===== config.mk =====
export PLATFORM = sky130hd
export DESIGN_NAME = dvi_pll_lock_supervisor_flat
export DESIGN_NICKNAME = d
export VERILOG_FILES = /design/src/rtl/dvi_pll_lock_supervisor_if.sv /design/src/rtl/dvi_pll_lock_supervisor.sv /design/src/flat_wrapper.sv
export SDC_FILE = /design/constraint.sdc
export NUM_CORES = 1
export LEC_CHECK = 0
export CORE_MARGIN = 2
export CORE_UTILIZATION = 40
export DETAILED_ROUTE_END_ITERATION = 12
export HOLD_SLACK_MARGIN = 0.1
export PLACE_DENSITY_LB_ADDON = 0.25
export REMOVE_ABC_BUFFERS = 1
export SYNTH_ARGS = -nofsm -noshare
export SYNTH_HDL_FRONTEND = slang
export SYNTH_SLANG_ARGS = --single-unit

===== constraint.sdc =====
create_clock -name clk -period 1.8 [get_ports clk]
set_input_delay 0.36 -clock clk [delete_from_list [all_inputs] [get_ports clk]]
set_output_delay 0.36 -clock clk [all_outputs]
set_load 0.1 [all_outputs]

===== src/rtl/dvi_pll_lock_supervisor_if.sv =====
// Lock-supervisor signal bundle between the PLL/board wrapper and the supervisor.
// slave = supervisor side, master = wrapper/PLL side.
interface dvi_pll_lock_supervisor_if;
    logic       pll_locked;
    logic       sys_rst;
    logic       ready;
    logic       lost_pulse;
    logic [7:0] loss_count;
    logic [1:0] state;
    logic       pll_rst;

    modport master (
        output pll_locked,
        input  sys_rst, ready, lost_pulse, loss_count, state, pll_rst
    );

    modport slave (
        input  pll_locked,
        output sys_rst, ready, lost_pulse, loss_count, state, pll_rst
    );
endinterface


===== src/rtl/dvi_pll_lock_supervisor.sv =====
// DVI PLL lock supervisor: synchronizes LOCK, sequences sys_rst release/reassertion, counts losses.
// Optional PLL-reset watchdog enabled by defining DVI_PLL_LOCK_WATCHDOG_EN.
module dvi_pll_lock_supervisor #(
    parameter int SYNC_STAGES    = 2,
    parameter int STABLE_CYCLES  = 50000,
    parameter int TIMEOUT_CYCLES = 500000,
    parameter int PLL_RST_CYCLES = 16
) (
    input  logic                         clk,
    input  logic                         rst,
    dvi_pll_lock_supervisor_if.slave     sup_if
);
    localparam logic [2:0] S_IDLE   = 3'd0;
    localparam logic [2:0] S_WAIT   = 3'd1;
    localparam logic [2:0] S_STABLE = 3'd2;
    localparam logic [2:0] S_PLLRST = 3'd3;
    localparam logic [2:0] S_RUN    = 3'd4;

    localparam int STABLE_W = $clog2(STABLE_CYCLES);
    localparam logic [STABLE_W-1:0] STABLE_LAST = STABLE_W'(STABLE_CYCLES - 1);

    if (SYNC_STAGES < 2 || STABLE_CYCLES < 2 || TIMEOUT_CYCLES < 1 || PLL_RST_CYCLES < 1) begin : g_param_check
        $error("dvi_pll_lock_supervisor: illegal parameter value");
    end

    logic [SYNC_STAGES-1:0] sync_q;
    logic                   lock_s;
    logic [2:0]             state_q, state_d;
    logic [STABLE_W-1:0]    stable_cnt_q, stable_cnt_d;
    logic                   sys_rst_q, ready_q, lost_q, lost_d;
    logic [7:0]             loss_q;

    always_ff @(posedge clk) begin
        if (rst) sync_q <= '0;
        else     sync_q <= {sync_q[SYNC_STAGES-2:0], sup_if.pll_locked};
    end
    assign lock_s = sync_q[SYNC_STAGES-1];

`ifdef DVI_PLL_LOCK_WATCHDOG_EN
    localparam int TO_W = (TIMEOUT_CYCLES > 1) ? $clog2(TIMEOUT_CYCLES) : 1;
    localparam int PR_W = (PLL_RST_CYCLES > 1) ? $clog2(PLL_RST_CYCLES) : 1;
    localparam logic [TO_W-1:0] TO_LAST = TO_W'(TIMEOUT_CYCLES - 1);
    localparam logic [PR_W-1:0] PR_LAST = PR_W'(PLL_RST_CYCLES - 1);

    logic [TO_W-1:0] to_cnt_q, to_cnt_d;
    logic [PR_W-1:0] pr_cnt_q, pr_cnt_d;
    logic            pll_rst_q;
`endif

    always_comb begin
        state_d      = state_q;
        stable_cnt_d = stable_cnt_q;
        case (state_q)
            S_IDLE: state_d = S_WAIT;
            S_WAIT: begin
                if (lock_s) begin
                    state_d      = S_STABLE;
                    stable_cnt_d = '0;
                end
`ifdef DVI_PLL_LOCK_WATCHDOG_EN
                else if (to_cnt_q == TO_LAST) begin
                    state_d = S_PLLRST;
                end
`endif
            end
            S_STABLE: begin
                // A drop on the completing cycle still counts as a pre-release glitch.
                if (!lock_s) begin
                    state_d      = S_WAIT;
                    stable_cnt_d = '0;
                end else if (stable_cnt_q == STABLE_LAST) begin
                    state_d = S_RUN;
                end else begin
                    stable_cnt_d = stable_cnt_q + STABLE_W'(1);
                end
            end
            S_RUN: begin
                if (!lock_s) state_d = S_WAIT;
            end
`ifdef DVI_PLL_LOCK_WATCHDOG_EN
            S_PLLRST: begin
                if (pr_cnt_q == PR_LAST) state_d = S_WAIT;
            end
`endif
            default: state_d = S_WAIT;
        endcase
    end

    assign lost_d = (state_q == S_RUN) && (state_d == S_WAIT);

    // Outputs register off next-state so they move on the same edge as the state.
    always_ff @(posedge clk) begin
        if (rst) begin
            state_q      <= S_WAIT;
            stable_cnt_q <= '0;
            sys_rst_q    <= 1'b1;
            ready_q      <= 1'b0;
            lost_q       <= 1'b0;
            loss_q       <= '0;
        end else begin
            state_q      <= state_d;
            stable_cnt_q <= stable_cnt_d;
            sys_rst_q    <= (state_d != S_RUN);
            ready_q      <= (state_d == S_RUN);
            lost_q       <= lost_d;
            if (lost_d && loss_q != 8'hFF) loss_q <= loss_q + 8'd1;
        end
    end

`ifdef DVI_PLL_LOCK_WATCHDOG_EN
    assign to_cnt_d = (state_q == S_WAIT && state_d == S_WAIT) ? to_cnt_q + TO_W'(1) : '0;
    assign pr_cnt_d = (state_q == S_PLLRST && state_d == S_PLLRST) ? pr_cnt_q + PR_W'(1) : '0;

    always_ff @(posedge clk) begin
        if (rst) begin
            to_cnt_q  <= '0;
            pr_cnt_q  <= '0;
            pll_rst_q <= 1'b0;
        end else begin
            to_cnt_q  <= to_cnt_d;
            pr_cnt_q  <= pr_cnt_d;
            pll_rst_q <= (state_d == S_PLLRST);
        end
    end
    assign sup_if.pll_rst = pll_rst_q;
`else
    assign sup_if.pll_rst = 1'b0;
`endif

    assign sup_if.sys_rst    = sys_rst_q;
    assign sup_if.ready      = ready_q;
    assign sup_if.lost_pulse = lost_q;
    assign sup_if.loss_count = loss_q;
    assign sup_if.state      = (state_q == S_RUN) ? 2'd2 : state_q[1:0];
endmodule

===== src/flat_wrapper.sv =====
// flat-port wrapper written by rule: the top's interface ports become plain ports
module dvi_pll_lock_supervisor_flat 
#(
    parameter int SYNC_STAGES    = 2,
    parameter int STABLE_CYCLES  = 50000,
    parameter int TIMEOUT_CYCLES = 500000,
    parameter int PLL_RST_CYCLES = 16
)
  (clk, rst, sup_if_pll_locked, sup_if_sys_rst, sup_if_ready, sup_if_lost_pulse, sup_if_loss_count, sup_if_state, sup_if_pll_rst);
  dvi_pll_lock_supervisor_if sup_if_i ();
  input  logic clk;
  input  logic rst;
  input wire logic [$bits(sup_if_i.pll_locked)-1:0] sup_if_pll_locked;
  output wire logic [$bits(sup_if_i.sys_rst)-1:0] sup_if_sys_rst;
  output wire logic [$bits(sup_if_i.ready)-1:0] sup_if_ready;
  output wire logic [$bits(sup_if_i.lost_pulse)-1:0] sup_if_lost_pulse;
  output wire logic [$bits(sup_if_i.loss_count)-1:0] sup_if_loss_count;
  output wire logic [$bits(sup_if_i.state)-1:0] sup_if_state;
  output wire logic [$bits(sup_if_i.pll_rst)-1:0] sup_if_pll_rst;
  assign sup_if_i.pll_locked = sup_if_pll_locked;
  assign sup_if_sys_rst = sup_if_i.sys_rst;
  assign sup_if_ready = sup_if_i.ready;
  assign sup_if_lost_pulse = sup_if_i.lost_pulse;
  assign sup_if_loss_count = sup_if_i.loss_count;
  assign sup_if_state = sup_if_i.state;
  assign sup_if_pll_rst = sup_if_i.pll_rst;
  dvi_pll_lock_supervisor #(.SYNC_STAGES(SYNC_STAGES), .STABLE_CYCLES(STABLE_CYCLES), .TIMEOUT_CYCLES(TIMEOUT_CYCLES), .PLL_RST_CYCLES(PLL_RST_CYCLES)) u_core (.clk(clk), .rst(rst), .sup_if(sup_if_i));
endmodule

* After elaboration in Yosys (flattened, before gate mapping) *
Index checks and enable logic that the tools add are counted.

storage, ports and cells
  output and inout port bits = 14
  register bits = 32
  logic and storage cells = 33

operators by class
  add/subtract/negate cells = 2
  equal/unequal tests = 10
  muxes and demuxes = 10
  reduce and logical (&&, ||, !) cells = 4

operator list
  kind                                                                    number
  16-bit 2-to-1 mux                                                       3
  16-bit one-hot mux with 2 select lines                                  1
  16-bit by 1-bit adder with 16-bit output (second input constant)        1
  16-bit equality test (second input constant)                            1
  3-bit 2-to-1 mux                                                        4
  3-bit one-hot mux with 3 select lines                                   1
  8-bit by 1-bit adder with 8-bit output (second input constant)          1
  8-bit != test (second input constant)                                   1
  3-bit by 1-bit equality test with 1-bit output (second input constant)  2
  3-bit equality test (second input constant)                             2
  3-bit != test (second input constant)                                   2
  3-bit by 2-bit equality test with 1-bit output (second input constant)  1
  3-bit AND reduction                                                     1
  1-bit logical AND                                                       2
  2-bit 2-to-1 mux                                                        1
  2-bit by 1-bit != test with 1-bit output (second input constant)        1
  2-bit nonzero test                                                      1

* Longest topological paths before layout *
  word-level depth = 7
  gate-level depth with buffers = 6

* Worst setup path after synthesis *
Ideal clock, no wire load.

  kind = reg-to-reg
  from = reg u_core.loss_q[0] (netlist: u_core.sup_if.loss_count[0])
  to = reg u_core.loss_q[1] (netlist: u_core.sup_if.loss_count[1])
  data arrival time = 2,065 ps
  path buffers = 0
  path slack = -392 ps
  clock period less this slack = 2,192 ps
  required time = 1,673 ps
  stages on the path, launching flop included = 6
  path through = dfxtp_1 ha_1 nand3_1 o21ai_0 mux2i_1 nor2_1

on the way
  cells in the longest elaborated chain, start to end = 2
  elaborated cells on any way between the ends = 3

ends and longest elaborated chain
  element                                                                         RTL line                        RTL
  start, declared                                                                 dvi_pll_lock_supervisor.sv:31   logic [7:0] loss_q;
  start signal, assigned                                                          dvi_pll_lock_supervisor.sv:106  if (lost_d && loss_q != 8'hFF) loss_q <= loss_q + 8'd1;
  branches (longest 2 deep; another with 8-bit by 1-bit adder with 8-bit output)  -

Parallel ways; which one is timed is not known.
A chain may end at the register's enable or synchronous reset.

* Final worst setup path *
  from = reg u_core.state_q[1]
  to = reg u_core.stable_cnt_q[11]

on the way
  cells in the longest elaborated chain, start to end = 3
  elaborated cells on any way between the ends = 7

ends and longest elaborated chain
  element                                                                                                           RTL line                        RTL
  start, declared                                                                                                   dvi_pll_lock_supervisor.sv:28   logic [2:0] state_q, state_d;
  start signal, assigned                                                                                            dvi_pll_lock_supervisor.sv:101  state_q <= state_d;
  3-bit by 2-bit equality test with 1-bit output or 3-bit by 1-bit equality test with 1-bit output (tied branches)  dvi_pll_lock_supervisor.sv:53   case (state_q)
  3-bit != test (no line) (tied with other cells)                                                                   -
  3-bit AND reduction (no line)                                                                                     -
  end signal, assigned                                                                                              dvi_pll_lock_supervisor.sv:102  stable_cnt_q <= stable_cnt_d;
  end, declared                                                                                                     dvi_pll_lock_supervisor.sv:29   logic [STABLE_W-1:0] stable_cnt_q, stable_cnt_d;

Parallel ways exist; a longest one is shown, timed or not.

==> impl_metrics.json <==
{
  "status": "completed",
  "syn-instance-count": 189,
  "rr_endpoint": "u_core.stable_cnt_q[11]",
  "worstSetupStartpointType": "flop",
  "detail_route.vias_per_cell": 5.54,
  "hp-start": "u_core.sync_q[0]",
  "critical_path.endpoint_type": "flop",
  "ys.warnings.count": 0,
  "timing.critical_path.from": "u_core.state_q[1]",
  "detail_route.first_pass.iterations": 4,
  "cts-buffers-inserted": 5,
  "final.period_utilization": 0.966,
  "die_extent_in_y_um": 68.5,
  "htree_num_levels": 2,
  "synth_fa_ha_area_frac": 0.0151,
  "cp.arrival_ns": 1.95,
  "number_of_filler_instances_in_the_final_layout": 353,
  "global_route_wire_length_before_repair_mm": 6.20,
  "clock_tree_from_tritoncts": "yes",
  "hold_slack_ns": 0.439,
  "cp.depth": 5,
  "die_x_um": 68.5,
  "cts.path.max_buffers": 2,
  "synth_xor_xnor_area_share": 0.0369,
  "p_per_area_nw_per_um2": 707,
  "core_area_um2": 4000,
  "number_of_hold_buffers_added_after_cts": 0,
  "yosys-mux-area-fraction": 0.0482,
  "synthFlopType": "dfxtp_1",
  "io_pins": 17,
  "number_of_antenna_violations_at_the_first_check_in_global_routing": 0,
  "antenna_violating_nets_post_route": 0,
  "dp_hpwl_mm": 2.71,
  "clkSlewWorstSetupHoldPaths_ns": 0.07,
  "worst_ep_required_time_ns": 2.01,
  "timing.critical_path.max_delay_family": "simple AND/OR/NAND/NOR gates",
  "critical_path_buf_inv_count": 1,
  "post-place-cells": 259,
  "unrepaired_setup_endpoints_after_global_routing": "yes",
  "synth_enable_flop_cells": 0,
  "drv_slew": 0,
  "port_buffers": 15,
  "finalSetupViolations": 0,
  "post_synth.cell_area_avg_um2": 8.79,
  "initial_core_util": 0.415,
  "ys_ff_latch": 32,
  "post-route-drc-count": 0,
  "synth.top_cell.area_share": 0.386,
  "critPathSlowestCell": "or4b_1",
  "category_of_the_most_critical_setup_path": "reg -> reg",
  "initialDrtViolationCount": 60,
  "layout-area-overhead-vs-synth_pct": 32.3,
  "synth.yosys.seq_area_share": 0.386,
  "cells_along_the_critical_path": "nor3b_1 -> buf_4 -> o2111ai_2 -> or4b_1 -> o211ai_1",
  "detailroute.via_count": 1478,
  "fin_crit_ns": 1.74,
  "first_global_vias": 1407,
  "synth.area.top_cells": "dfxtp_1 39%, mux2i_1 4.8%, nand3_1 3.9%",
  "hold_class": "reg -> reg",
  "row_count": 23,
  "synth_cell_types": 45,
  "drt_wl_total_mm": 3.61,
  "global_route.usage.total": 0.179,
  "worst_r2r_path_depth": 5,
  "leakagePower_nw": 0.829,
  "cts.root.buffer_cell": "clkbuf_8",
  "reg2reg_from": "u_core.state_q[1]",
  "maximum_number_of_pins_on_one_net_before_global_route_repair": 15,
  "clock_sinks": 32,
  "combinational_family_with_the_most_area_after_synthesis": "simple AND/OR/NAND/NOR gates",
  "maxClockFrequency_mhz": 575,
  "peak_supply_drop_uv": 437,
  "layout.cells.non_filler": 267,
  "synth_area_in_compound_gates": 0.139,
  "yosys.area_share.simple": 0.325,
  "placer_congestion_estimate": 0.826,
  "finish.net_count": 221,
  "synthArstFlopShare": 0,
  "critPathMaxFanout": 6,
  "hold_violations": 0,
  "synth.largest_area_cell": "dfxtp_1",
  "setup.reg_to_reg.worst_slack_ns": 0.06,
  "max_cap_violations": 0,
  "post_synth_instance_area_um2": 1660,
  "cp-endpoint": "u_core.stable_cnt_q[11]",
  "post_drt_wl_per_cell_um": 13.5,
  "antenna_cells_inserted": 0,
  "layout-drive-gt1-share": 0.198,
  "grt_overflow_total": 0,
  "worst_skew_pair.late_latency_ns": 0.29,
  "fp.dieArea_um2": 4690,
  "skew_ns": 0.00478,
  "timing.critical_path.slowest_cell_delay_ns": 0.51
}
==> cell usage after synthesis, types with 3 or more instances <==
master	number
a31oi_1	4
xor2_1	5
nand2_1	12
clkbuf_1	4
buf_2	4
dfxtp_1	32
mux2i_1	8
nand3_1	13
nand4_1	4
o21ai_0	6
and2_1	3
nor2_1	10
o211ai_1	6
a211oi_1	4
a21oi_1	6
nand2b_1	5
or3_1	4
nor2b_1	4
nand3b_1	7
inv_1	5
and3_1	8
==> power breakdown <==
part           total [mW]  switching, mW  internal (mW)  leakage (nW)
sequential          0.716        0.00372          0.712         0.258
combinational      0.0847         0.0527         0.0320         0.506
clock               0.753          0.265          0.488        0.0645
==> flip-flops by register name, summed over array words and instances (netlist names) <==
name	flops
u_core.stable_cnt_q	16
u_core.state_q	3
u_core.sup_if.loss_count	8
u_core.sup_if.lost_pulse	1
u_core.sup_if.ready	1
u_core.sup_if.sys_rst	1
u_core.sync_q	2
==> cells by family after synthesis <==
logic type,count (synthesis)
compound gates,34
xor+xnor,7
fa+ha+maj,2
buf+inv,17
flops,32
mux,8
other cells,1
simple gates,88
==> worst reg2reg max path, cell delays in order, from the launching register on <==
cell	delay, ns
dfxtp_1	0.38
nor3b_1	0.33
buf_4	0.17
o2111ai_2	0.18
or4b_1	0.51
o211ai_1	0.10
==> layout make-up <==
cell class	count	area, um2	share of cell area
Clock buffer	7	96.3	0.0438
Clock inverter	1	30.0	0.0137
Inverter	5	18.8	0.00854
Multi-Input combinational cell	140	942	0.429
Sequential cell	32	641	0.291
Tap cell	50	62.6	0.0285
Timing Repair Buffer	32	408	0.186
==> worst min-delay path by stage <==
stage	endpoint	slack [ns]	cells past startpoint
6_report	u_core.sync_q[1]	0.44	1
5_1_grt	u_core.sync_q[1]	0.47	1
4_1_cts	u_core.sync_q[1]	0.44	1
3_5_place_dp	u_core.sync_q[1]	0.43	1
3_3_place_gp	u_core.sync_q[1]	0.42	1
2_1_floorplan	u_core.sync_q[1]	0.41	1
==> layout by cell type (no fill, tap or decap), types with 6 or more instances in the layout <==
cell type	count
o211ai_1	6
a21oi_1	6
buf_4	17
mux2i_1	8
o21ai_0	6
nand3_1	13
nand2_1	12
nand3b_1	7
clkbuf_8	7
buf_12	13
nor2_1	10
dfxtp_1	32
and3_1	8
==> through the flow <==
stage / setup TNS [ns] / total power, mW / util / setup slack [ns] / area, um2
final: 0 / 1.55 / 0.550 / 0.0611 / 2200
after CTS: 0 / 1.57 / 0.549 / 0.0576 / 2200
after global placement: 0 / 0.814 / 0.518 / 0.109 / 2070
after global routing: -0.0733 / 1.61 / 0.550 / -0.0213 / 2200
after detailed placement: 0 / 0.817 / 0.518 / 0.0799 / 2070
after floorplan: -8.91 / 0.780 / - / -0.597 / 1600
==> routing by layer <==
| metal | share of wire | GRT usage | vias up |
|---|---|---|---|
| li1 | - | - | 743 |
| met1 | 0.44 | 0.221 | 696 |
| met2 | 0.49 | 0.284 | 32 |
| met3 | 0.052 | 0.0543 | 7 |
| met4 | 0.020 | 0.0825 | 0 |
| met5 | 0 | 0 | - |
==> repair_timing <==
item	in CTS	in global routing
endpoints found under the setup margin	0	5
buffers inserted	0	0
resized for setup	0	1
No activity file was read; power rests on OpenSTA's default activity.
